[src/rtl/branch_ctrl.sv]
// rtl/branch_ctrl.sv - multicycle branch/jump sequencer with taken/not-taken counters
module branch_ctrl #(
    parameter int XLEN  = 32,
    parameter int CNT_W = 32
) (
    input  logic             clk_i,
    input  logic             rst_i,
    input  logic             req_valid_i,
    output logic             req_ready_o,
    input  logic [1:0]       req_kind_i,
    input  logic [2:0]       req_funct3_i,
    input  logic [XLEN-1:0]  req_pc_i,
    input  logic [XLEN-1:0]  req_rs1_i,
    input  logic [XLEN-1:0]  req_rs2_i,
    input  logic [XLEN-1:0]  req_imm_i,
    input  logic             abort_i,
    output logic [XLEN-1:0]  bu_a_o,
    output logic [XLEN-1:0]  bu_b_o,
    output logic [2:0]       bu_funct3_o,
    output logic             bu_en_o,
    input  logic             bu_branch_i,
    output logic             pc_we_o,
    output logic [XLEN-1:0]  pc_next_o,
    output logic             rd_we_o,
    output logic [XLEN-1:0]  rd_data_o,
    output logic             misalign_o,
    output logic             done_o,
    output logic [CNT_W-1:0] taken_cnt_o,
    output logic [CNT_W-1:0] ntaken_cnt_o
);

    typedef enum logic [1:0] {S_IDLE, S_EVAL, S_TARGET, S_COMMIT} state_t;

    localparam logic [1:0] K_BRANCH = 2'd0;
    localparam logic [1:0] K_JAL    = 2'd1;
    localparam logic [1:0] K_JALR   = 2'd2;
    localparam logic [1:0] K_RSVD   = 2'd3;

    state_t            state_q, state_d;
    logic [1:0]        kind_q;
    logic [2:0]        funct3_q;
    logic [XLEN-1:0]   pc_q, rs1_q, rs2_q, imm_q;
    logic [XLEN-1:0]   next_q, link_q, tgt;
    logic              taken_q, mis_q;
    logic [CNT_W-1:0]  taken_cnt_q, ntaken_cnt_q;
    logic              accept;

    assign accept = (state_q == S_IDLE) && req_valid_i && !abort_i;

    // JALR clears bit 0 of the sum; branches and JAL are PC-relative
    assign tgt = (kind_q == K_JALR) ? ((rs1_q + imm_q) & {{(XLEN-1){1'b1}}, 1'b0})
                                    : (pc_q + imm_q);

    always_ff @(posedge clk_i) begin
        if (rst_i) state_q <= S_IDLE;
        else       state_q <= state_d;
    end

    always_comb begin
        state_d     = state_q;
        req_ready_o = 1'b0;
        bu_en_o     = 1'b0;
        done_o      = 1'b0;
        pc_we_o     = 1'b0;
        rd_we_o     = 1'b0;
        misalign_o  = 1'b0;
        case (state_q)
            S_IDLE: begin
                req_ready_o = !abort_i;
                if (req_valid_i && !abort_i) state_d = S_EVAL;
            end
            S_EVAL: begin
                bu_en_o = (kind_q == K_BRANCH);
                state_d = abort_i ? S_IDLE : S_TARGET;
            end
            S_TARGET: state_d = abort_i ? S_IDLE : S_COMMIT;
            S_COMMIT: begin
                done_o     = 1'b1;
                misalign_o = mis_q;
                pc_we_o    = !mis_q && (kind_q != K_RSVD);
                rd_we_o    = !mis_q && ((kind_q == K_JAL) || (kind_q == K_JALR));
                state_d    = S_IDLE;
            end
            default: state_d = S_IDLE;
        endcase
    end

    always_ff @(posedge clk_i) begin
        if (rst_i) begin
            kind_q       <= K_BRANCH;
            funct3_q     <= 3'd0;
            pc_q         <= '0;
            rs1_q        <= '0;
            rs2_q        <= '0;
            imm_q        <= '0;
            taken_q      <= 1'b0;
            mis_q        <= 1'b0;
            next_q       <= '0;
            link_q       <= '0;
            taken_cnt_q  <= '0;
            ntaken_cnt_q <= '0;
        end else begin
            case (state_q)
                S_IDLE: if (accept) begin
                    kind_q   <= req_kind_i;
                    funct3_q <= req_funct3_i;
                    pc_q     <= req_pc_i;
                    rs1_q    <= req_rs1_i;
                    rs2_q    <= req_rs2_i;
                    imm_q    <= req_imm_i;
                end
                S_EVAL: taken_q <= (kind_q == K_BRANCH) ? bu_branch_i : (kind_q != K_RSVD);
                S_TARGET: begin
                    next_q <= taken_q ? tgt : (pc_q + XLEN'(4));
                    link_q <= pc_q + XLEN'(4);
                    mis_q  <= taken_q && (tgt[1:0] != 2'b00);
                end
                S_COMMIT: if (!mis_q) begin
                    if (taken_q && (kind_q != K_RSVD)) taken_cnt_q <= taken_cnt_q + CNT_W'(1);
                    if ((kind_q == K_BRANCH) && !taken_q) ntaken_cnt_q <= ntaken_cnt_q + CNT_W'(1);
                end
                default: ;
            endcase
        end
    end

    assign bu_a_o       = rs1_q;
    assign bu_b_o       = rs2_q;
    assign bu_funct3_o  = funct3_q;
    assign pc_next_o    = next_q;
    assign rd_data_o    = link_q;
    assign taken_cnt_o  = taken_cnt_q;
    assign ntaken_cnt_o = ntaken_cnt_q;

endmodule
[config.mk]
export PLATFORM = sky130hd
export DESIGN_NAME = branch_ctrl
export DESIGN_NICKNAME = d
export VERILOG_FILES = /design/src/rtl/branch_ctrl.sv
export SDC_FILE = /design/constraint.sdc
export NUM_CORES = 1
export LEC_CHECK = 0
export CORE_MARGIN = 4
export CORE_UTILIZATION = 31
export CTS_BUF_LIST = sky130_fd_sc_hd__clkbuf_16
export DETAILED_ROUTE_END_ITERATION = 10
export GPL_TIMING_DRIVEN = 0
export PLACE_DENSITY_LB_ADDON = 0.25
export SYNTH_ARGS = -nofsm -noshare
export SYNTH_HDL_FRONTEND = slang
export SYNTH_SLANG_ARGS = --single-unit
[constraint.sdc]
create_clock -name clk_i -period 2.5 [get_ports clk_i]
set_input_delay 0.75 -clock clk_i [delete_from_list [all_inputs] [get_ports clk_i]]
set_output_delay 0.75 -clock clk_i [all_outputs]
set_load 0.05 [all_outputs]
Word-level counts from Yosys, hierarchy flattened. Index checks and enable logic that the tools add are counted.

Div/mod/pow operators: 0. Eq/ne operators: 7. $add $sub $neg: 5. $mul: 0. Shifts and indexed selects: 0. Order comparisons: 0. Reductions and logical operators: 18. Bitwise operators: 1. Multiplexer cells: 13.

Operator list (number): 32-bit by 1-bit adder with 32-bit output (second input constant) (2); 32-bit adder (2); 32-bit 2-to-1 mux (2); 32-bit by 3-bit adder with 32-bit output (second input constant) (1); 1-bit logical AND (8); 2-bit case mux with 4 select lines (1); 1-bit 2-to-1 mux (7); 2-bit equality test (second input constant) (3); 2-bit 2-to-1 mux (3); 3-bit AND reduction (2); 2-bit by 1-bit equality test with 1-bit output (second input constant) (2); 2-bit zero test (2); 1-bit zero test (3); 2-bit by 1-bit inequality test with 1-bit output (second input constant) (1); 2-bit inequality test (second input constant) (1); 2-bit AND reduction (1); 2-bit nonzero test (1); 1-bit logical OR (1); 1-bit inverter (1).

Output and inout port bits: 201. Register bits: 265. Bits in latches: 0. Bits of input ports: 138. Memory bits (read-only): 0. Memories: 0. Logic and storage cells: 57. Bits in writable memories: 0.

Longest topological paths before layout. Gate-level depths: netlist (run 1).

Depth in word-level cells: 4. Mapped depth: 13.

Worst setup path before layout (run 1). No wires, ideal clock.

Path kind: input to register. From: in abort_i. To: reg rs2_q[0] (netlist: bu_b_o[0]). Slack: -0.628 ns. Setup time: 0.070 ns. Stages: 7. Arrival: 3.058 ns. Required time: 2.430 ns. Cell sequence: nor3_1 -> and2_1 -> clkbuf_1 -> clkbuf_1 -> clkbuf_1 -> nand2_1 -> a21oi_1.

Longest elaborated chain between the ends: 3.

RTL lines: from (decl) (line 16) `input logic abort_i,`; 1-bit zero test (line 48) `assign accept = (state_q == S_IDLE) && req_valid_i && !abort_i;`; 1-bit logical AND (line 48); 2-bit AND reduction (no line); to (signal assigned) (line 109) `rs2_q <= req_rs2_i;`; to (decl) (line 42) `logic [XLEN-1:0] pc_q, rs1_q, rs2_q, imm_q;`.

No other way between the ends. A chain may end at the register's enable or synchronous reset.

Worst setup path in the final report (run 1).
From: reg imm_q[14]. To: reg next_q[31] (netlist: pc_next_o[31]).

Longest elaborated chain between the ends: 3. Elaborated cells between the ends (all ways): 4. Those cells by class: add/sub (2); mux (2).

RTL lines: from (decl) (line 42); from (signal assigned) (line 110) `imm_q <= req_imm_i;`; 32-bit adder (on tied branches) (line 52, 51); 32-bit 2-to-1 mux * (line 51) `assign tgt = (kind_q == K_JALR) ? ((rs1_q + imm_q) & {{(XLEN-1){1'b1}}, 1'b0})`; 32-bit 2-to-1 mux * (line 114) `next_q <= taken_q ? tgt : (pc_q + XLEN'(4));`; to (signal assigned) (line 114); to (decl) (line 43) `logic [XLEN-1:0] next_q, link_q, tgt;`.

Every way passes the cells marked *; elsewhere a longest branch is shown, timed or not.

==> summary.md, run 1 <==
| Metric | Value |
|---|---|
| Capturing point of the worst reg2reg path | pc_next_o[31]$_SDFFE_PP0N_ |
| Final Hold Vio Count | 0 |
| Outcome | finished with violations |
| Peak VDD IR | between 400 and 500 uV |
| GP Congestion | 0.9599 |
| Final setup viols | 23 |
| # IOs | about 340 |
| FP Rows | 76 |
| Initial Utilization | 31.62% |
| Share of cells above drive strength 1 | 13.94% |
| Net Count, Synth | slightly below 2000 |
| Global-route usage over all layers | approximately 22% |
| GRT overflow | 0 |
| Non-Filler Instances | between 2000 and 3000 |
| Worst hold start | bu_b_o[18]$_SDFFE_PP0P_ |
| Post-synth EDFFs | 0 |
| Largest net degree at the start of global routing | 17 |
| Min-Delay Path Depth | 2 |
| Slew Viols, Final | 0 |
| Dpl ws | -1.752 ns |
| Nets@finish | about 2400 |
| Slew of the pin with the lowest slew margin | approximately 1.1 ns |
| Final worst-path cycle share | 114.4% |
| Worst R2R Start | imm_q[14]$_SDFFE_PP0P_ |
| Ys flop type | dfxtp_1 |
| Dpl hpwl | roughly 43000 um |
| Reg power frac | 43.4% |
| Clock skew | 0.008816 ns |
| Worst Setup End Kind | register |
| I/O Buffers | 337 |
| Die X | 218.5 um |
| Avg Vias per Cell | slightly above 5 |
| Core area | around 43000 um2 |
| Dpl cells | around 2700 |
| Synth Register Bits | approximately 270 |
| Internal | 0.007305 W |
| CTS Root Cell | clkbuf_16 |
| Initial antenna violation count | 1 |
| Reg2Reg Depth | 11 |
| CP arrival | 3.35 ns |
| Worst setup slack after layout | -0.3608 ns |
| # H-tree levels | 1 |
| Area Growth Syn to Fin | 46.33% |
| Die Y | 218.5 um |
| Req. time, crit path | between 2 and 3 ns |
| Clock Power Share | between 40% and 50% |
| Max-cap violation count | 0 |
| Clock-pin slew on the worst setup and hold paths | ~0.06 ns |
| Min-delay worst type | register to register |
| Post-Synthesis Cells | 1769 |
| Pwr Density | approximately 500 nW/um2 |
| Clock Latency Late Sink | 0.60 ns |
| Minimum clock period after layout | ~2.9 ns |
| Post-Syn Area | 13740 um2 |
| Clock sinks | 265 |
| CP Class | register to register |
| Largest fanout on the critical path | 6 |
| RSZ-0062 raised after global routing | yes |
| Mean Syn Cell Area | 7.768 um2 |
| Global-route wire length before repair | 82930 um |
| Ant. Diodes | 0 |
| Vias in the first global route | around 14000 |
| Sw Ratio | 29.42% |
| Fmax | roughly 350 MHz |
| First-pass DRT Iterations | 5 |
| # hold bufs at CTS | 0 |
| Violated checks | setup timing |
| Leakage power | a little over 8 nW |
| Yosys Warn Count | 0 |
| Register area share after synthesis | between 30% and 40% |
| DRC | 0 |
| Switching power | 0.003045 W |
| Worst Hold Slack | approximately 0.45 ns |
| DR WL/cell | between 20 and 25 um |
| Async S/R FF share, synth | 0% |
| Nature of the critical path startpoint | register |
| # fillers | approximately 4400 |
| Iter 0 DRT Violations | approximately 850 |
| CTS tree | built |
| Die Area | roughly 48000 um2 |
| Post-Route WL | roughly 56000 um |
| Hold-critical path endpoint | bu_b_o[18]$_SDFFE_PP0P_ |
| CTS buffer count | 31 |
| Count of cell types in the netlist | 73 |
| Comb power frac | roughly 16% |
| Rel. slew slack | around a quarter |
| CTS max path bufs | 3 |
| Worst reg2reg setup slack | -0.36 ns |
| ANT nets after route | 0 |
| Vias | roughly 14000 |
## logic make-up (layout without fill, tap and decap cells)
group                    Yosys count  after routing  share of synthesized area [%]
XOR/XNOR                         129            129                          8.222
AO/OA/AOI/OAI                    432            432                          18.95
buffers and inverters            122            562                          3.351
flip-flops                       265            265                          38.61
AND/OR/NAND/NOR                  745            745                          23.97
adder cells (fa/ha/maj)           69             69                          6.392
multiplexers                       7              7                         0.5099
## synth_stat cells, drive strengths merged (5+ instances only)
library cell	instances	share of area (%)
mux2i	7	0.51
nor2b	8	0.36
and2	6	0.27
inv	25	0.68
a21o	22	1.2
a21oi	228	8.5
a211oi	33	1.9
o21a	8	0.44
a31oi	10	0.46
nand2	382	10
nand3	54	2.0
nand2b	10	0.46
clkbuf	88	2.4
ha	67	6.1
or3	13	0.63
dfxtp	265	39
buf	9	0.26
xnor2	64	4.1
o21bai	10	0.55
nand4	28	1.4
xor2	65	4.1
nor3	31	1.2
nor2	170	4.7
o211ai	13	0.71
o21ai	62	2.3
and4	5	0.32
and3	23	1.0
## worst max-delay path by stage
stage	end	startpoint
finish	pc_next_o[31]$_SDFFE_PP0N_	imm_q[14]$_SDFFE_PP0P_
global route	pc_next_o[30]$_SDFFE_PP0N_	imm_q[0]$_SDFFE_PP0P_
CTS	pc_next_o[30]$_SDFFE_PP0N_	imm_q[0]$_SDFFE_PP0P_
detailed placement	imm_q[3]$_SDFFE_PP0P_	abort_i
global placement	imm_q[0]$_SDFFE_PP0P_	abort_i
floorplan	pc_next_o[31]$_SDFFE_PP0N_	bu_a_o[14]$_SDFFE_PP0P_
## layout by cell type (no fill, tap or decap), drive strengths merged, types with 4 or more instances in the layout
cell and n:
nand2 382, dfxtp 265, a21oi 228, dlygate4sd2 194, nor2 170, clkdlybuf4s50 137
clkbuf 117, ha 67, xor2 65, xnor2 64, o21ai 62, buf 62
nand3 54, inv 35, a211oi 33, nor3 31, nand4 28, and3 23
a21o 22, o211ai 13, or3 13, clkinv 13, nand2b 10, o21bai 10
a31oi 10, o21a 8, nor2b 8, mux2i 7, and2 6, and4 5
o31a 4, a22o 4, a2111oi 4, nor4 4, o2111ai 4, o31ai 4
## power by group through the flow
stage,clock (W),combinational (W),sequential (W)
3_5_place_dp,0,0.00154,0.00458
2_1_floorplan,0,0.000662,0.00477
6_report,0.00424,0.00162,0.00449
4_1_cts,0.00434,0.00159,0.00449
5_1_grt,0.00455,0.00174,0.00451
3_3_place_gp,0,0.00152,0.00458
## registers in the layout (all words and copies together), names as in the netlist, 2 cells and up
register	count
ntaken_cnt_o	32
pc_q	32
kind_q	2
taken_cnt_o	32
bu_b_o	32
bu_funct3_o	3
state_q	2
imm_q	32
rd_data_o	32
pc_next_o	32
bu_a_o	32
## per-layer routing
metal  part of all wire [%]  GRT usage, %
met5                  0.018             0
met4                    3.2         6.699
met3                    6.9         4.449
met2                     47         37.53
met1                     43         28.74
## worst max-delay path: stages, from the launching register on
cell	delay, ns
dfxtp_2	0.35
ha_4	0.27
a21o_1	0.20
a21o_1	0.20
a221oi_4	0.33
a21oi_2	0.12
o21ai_2	0.19
a31oi_2	0.13
o22ai_2	0.15
o21bai_1	0.11
or4_1	0.48
a32o_1	0.22
## through the flow
stage               instance area (um2)  total power, W  util [%]  TNS, ns
global placement                  18080        0.006101     41.60  -137.60
detailed placement                18080        0.006115     41.60  -140.64
finish                            20110         0.01035     46.27   -4.729
global route                      20110         0.01080     46.27   -8.112
CTS                               19700         0.01042     45.34   -3.485
floorplan                         13970        0.005428         -  -0.2943
## timing repair
item,in CTS,in global routing
pin swaps,86,65
hold endpoints to repair,0,0
setup buffers,39,22
resized for setup,379,67
endpoints found under the setup margin,340,49
## layout make-up
class	count	area, um2	share of cell area (%)
plain buffers	93	379.1	1.885
clock buffers	31	775.7	3.858
clock inverters	25	151.4	0.7529
inverters	25	93.84	0.4667
multi-input cells	1382	8990	44.71
flip-flops and latches	265	5426	26.99
well taps	585	732.0	3.640
repair buffers	388	3560	17.70
Power figures use the tool's default switching activity.
==> run 2: changes to the inputs <==
clock period = 3.45 ns   (was 2.5 ns; I/O delays follow)
==> summary.md, run 2 (synthesis results as in run 1) <==
| Metric | Value |
|---|---|
| Vias in the first global route | between 10000 and 15000 |
| Post-Route WL | between 50000 and 60000 um |
| Die Y | between 200 and 250 um |
| GRT overflow | 0 |
| Max-cap violation count | 0 |
| Clock Latency Late Sink | a little under 0.6 ns |
| Rel. slew slack | roughly a quarter |
| Minimum clock period after layout | between 3 and 4 ns |
| Peak VDD IR | ~360 uV |
| Crit-path max cell delay | about 0.86 ns |
| Largest fanout on the critical path | 3 |
| Fmax | ~300 MHz |
| Register area | between 5000 and 6000 um2 |
| RSZ-0062 raised after global routing | no |
| Worst Setup End Kind | output pin |
| Nets@finish | between 2000 and 2500 |
| FP Rows | 76 |
| Min-delay worst type | register to register |
| I/O Buffers | approximately 340 |
| Power Total | between 0.007 and 0.008 W |
| Clock skew | roughly 0.019 ns |
| Share of cells above drive strength 1 | under 10% |
| Area of the multi-input gates | ~8000 um2 |
| Critical-path cell list | inv_1, ha_1, nor3b_1, clkdlybuf4s50_1 |
| Global-route usage over all layers | 21.61% |
| Leakage power | roughly 7 nW |
| Final worst-path cycle share | 96.32% |
| Clock sinks | between 200 and 300 |
| Pwr Density | between 300 and 400 nW/um2 |
| # IOs | about 340 |
| CP Class | register to output pin |
| CP arrival | 2.29 ns |
| CTS buffer count | 31 |
| Iter 0 DRT Violations | 911 |
| Req. time, crit path | between 2 and 2.5 ns |
| # fillers | 4416 |
| Final setup TNS | 0 ns |
| First-pass DRT Iterations | 5 |
| CTS Root Cell | clkbuf_16 |
| Slew Viols, Final | 0 |
| Largest net degree at the start of global routing | 15 |
| Initial Utilization | 31.62% |
| Clock-pin slew on the worst setup and hold paths | around 0.060 ns |
| Area Growth Syn to Fin | 36.76% |
| Vias | between 10000 and 15000 |
| ANT nets after route | 0 |
| Dpl hpwl | ~42000 um |
| Commonest non-fill, non-tap cell in the layout | nand2_1 |
| DR WL/cell | around 20 um |
| Final setup viols | 0 |
| Global-route wire length before repair | between 80000 and 90000 um |
| Nature of the critical path startpoint | register |
| DRC | 0 |
| GP Congestion | 0.9503 |
| Util after Layout | a little over two fifths |
| Most frequent cells in the layout | 381 x nand2_1, 335 x clkdlybuf4s50_1, 264 x dfxtp_1 |
| Initial antenna violation count | 1 |
| Slew of the pin with the lowest slew margin | approximately 1.1 ns |
| Die X | about 220 um |
| Avg Vias per Cell | approximately 5 |
| Die Area | about 48000 um2 |
| CTS max path bufs | 3 |
| Final Hold Vio Count | 0 |
| # H-tree levels | 1 |
| CTS tree | built |
| Outcome | finished clean |
| CP max-delay cell | clkdlybuf4s50_1 |
| Core area | between 40000 and 50000 um2 |
run 2: routing by layer:
metal  wire, um  GRT usage [%]  share of wire (%)
met1      23530          28.25                 44
met2      24550          36.16                 46
met3       3585          3.935                6.7
met4       2212          6.973                4.1
met5          0              0                  0
run 2: final timing paths:
check	depth (start not counted)	from	endpoint	slack, ns
hold reg to reg	2	bu_b_o[7]$_SDFFE_PP0P_	bu_b_o[7]$_SDFFE_PP0P_	0.45
hold / removal	2	bu_b_o[7]$_SDFFE_PP0P_	bu_b_o[7]$_SDFFE_PP0P_	0.45
setup reg to reg	11	bu_a_o[2]$_SDFFE_PP0P_	pc_next_o[31]$_SDFFE_PP0N_	0.19
setup / recovery	4	kind_q[0]$_SDFFE_PP0P_	rd_we_o	0.13
run 2: power breakdown:
| part | total [W] | internal [W] | switching, W |
|---|---|---|---|
| clock network | 0.00305 | 0.00168 | 0.00136 |
| logic | 0.00110 | 0.000420 | 0.000684 |
| registers | 0.00325 | 0.00315 | 0.0000985 |
run 2: timing repair:
item	CTS	global route
hold endpoints to repair	0	0
pin swaps	0	2
buffers inserted	0	1
gates resized for setup	4	14
hold buffers	0	0
endpoints found under the setup margin	72	20
run 2: through the flow:
stage | hold slack, ns | cell area (um2) | setup slack, ns | cells
floorplan | 0.4536 | 13740 | 0.03704 | 1769
global placement | 0.4396 | 17850 | -1.153 | 2691
detailed placement | 0.4470 | 17850 | -1.194 | 2691
CTS | 0.4572 | 18760 | 0.01567 | 2744
global route | 0.4730 | 18790 | 0.004602 | 2743
finish | 0.4520 | 18790 | 0.1270 | 2743
run 2: worst max-delay path: cells and delay by family (launching register included):
| family | cells | cell delay, ns |
|---|---|---|
| DFF | 1 | 0.35 |
| buffers and inverters | 2 | 0.93 |
| and+or+nand+nor | 1 | 0.16 |
| adders and majority gates | 1 | 0.26 |
run 2: layout make-up:
class,instances,share of cell area [%]
multi-input cells,1382,42.68
flip-flops and latches,265,28.24
repair buffers,338,17.98
clock buffers,31,4.128
well taps,585,3.895
plain buffers,94,1.904
clock inverters,22,0.6724
inverters,25,0.4993
diodes,1,0.01332
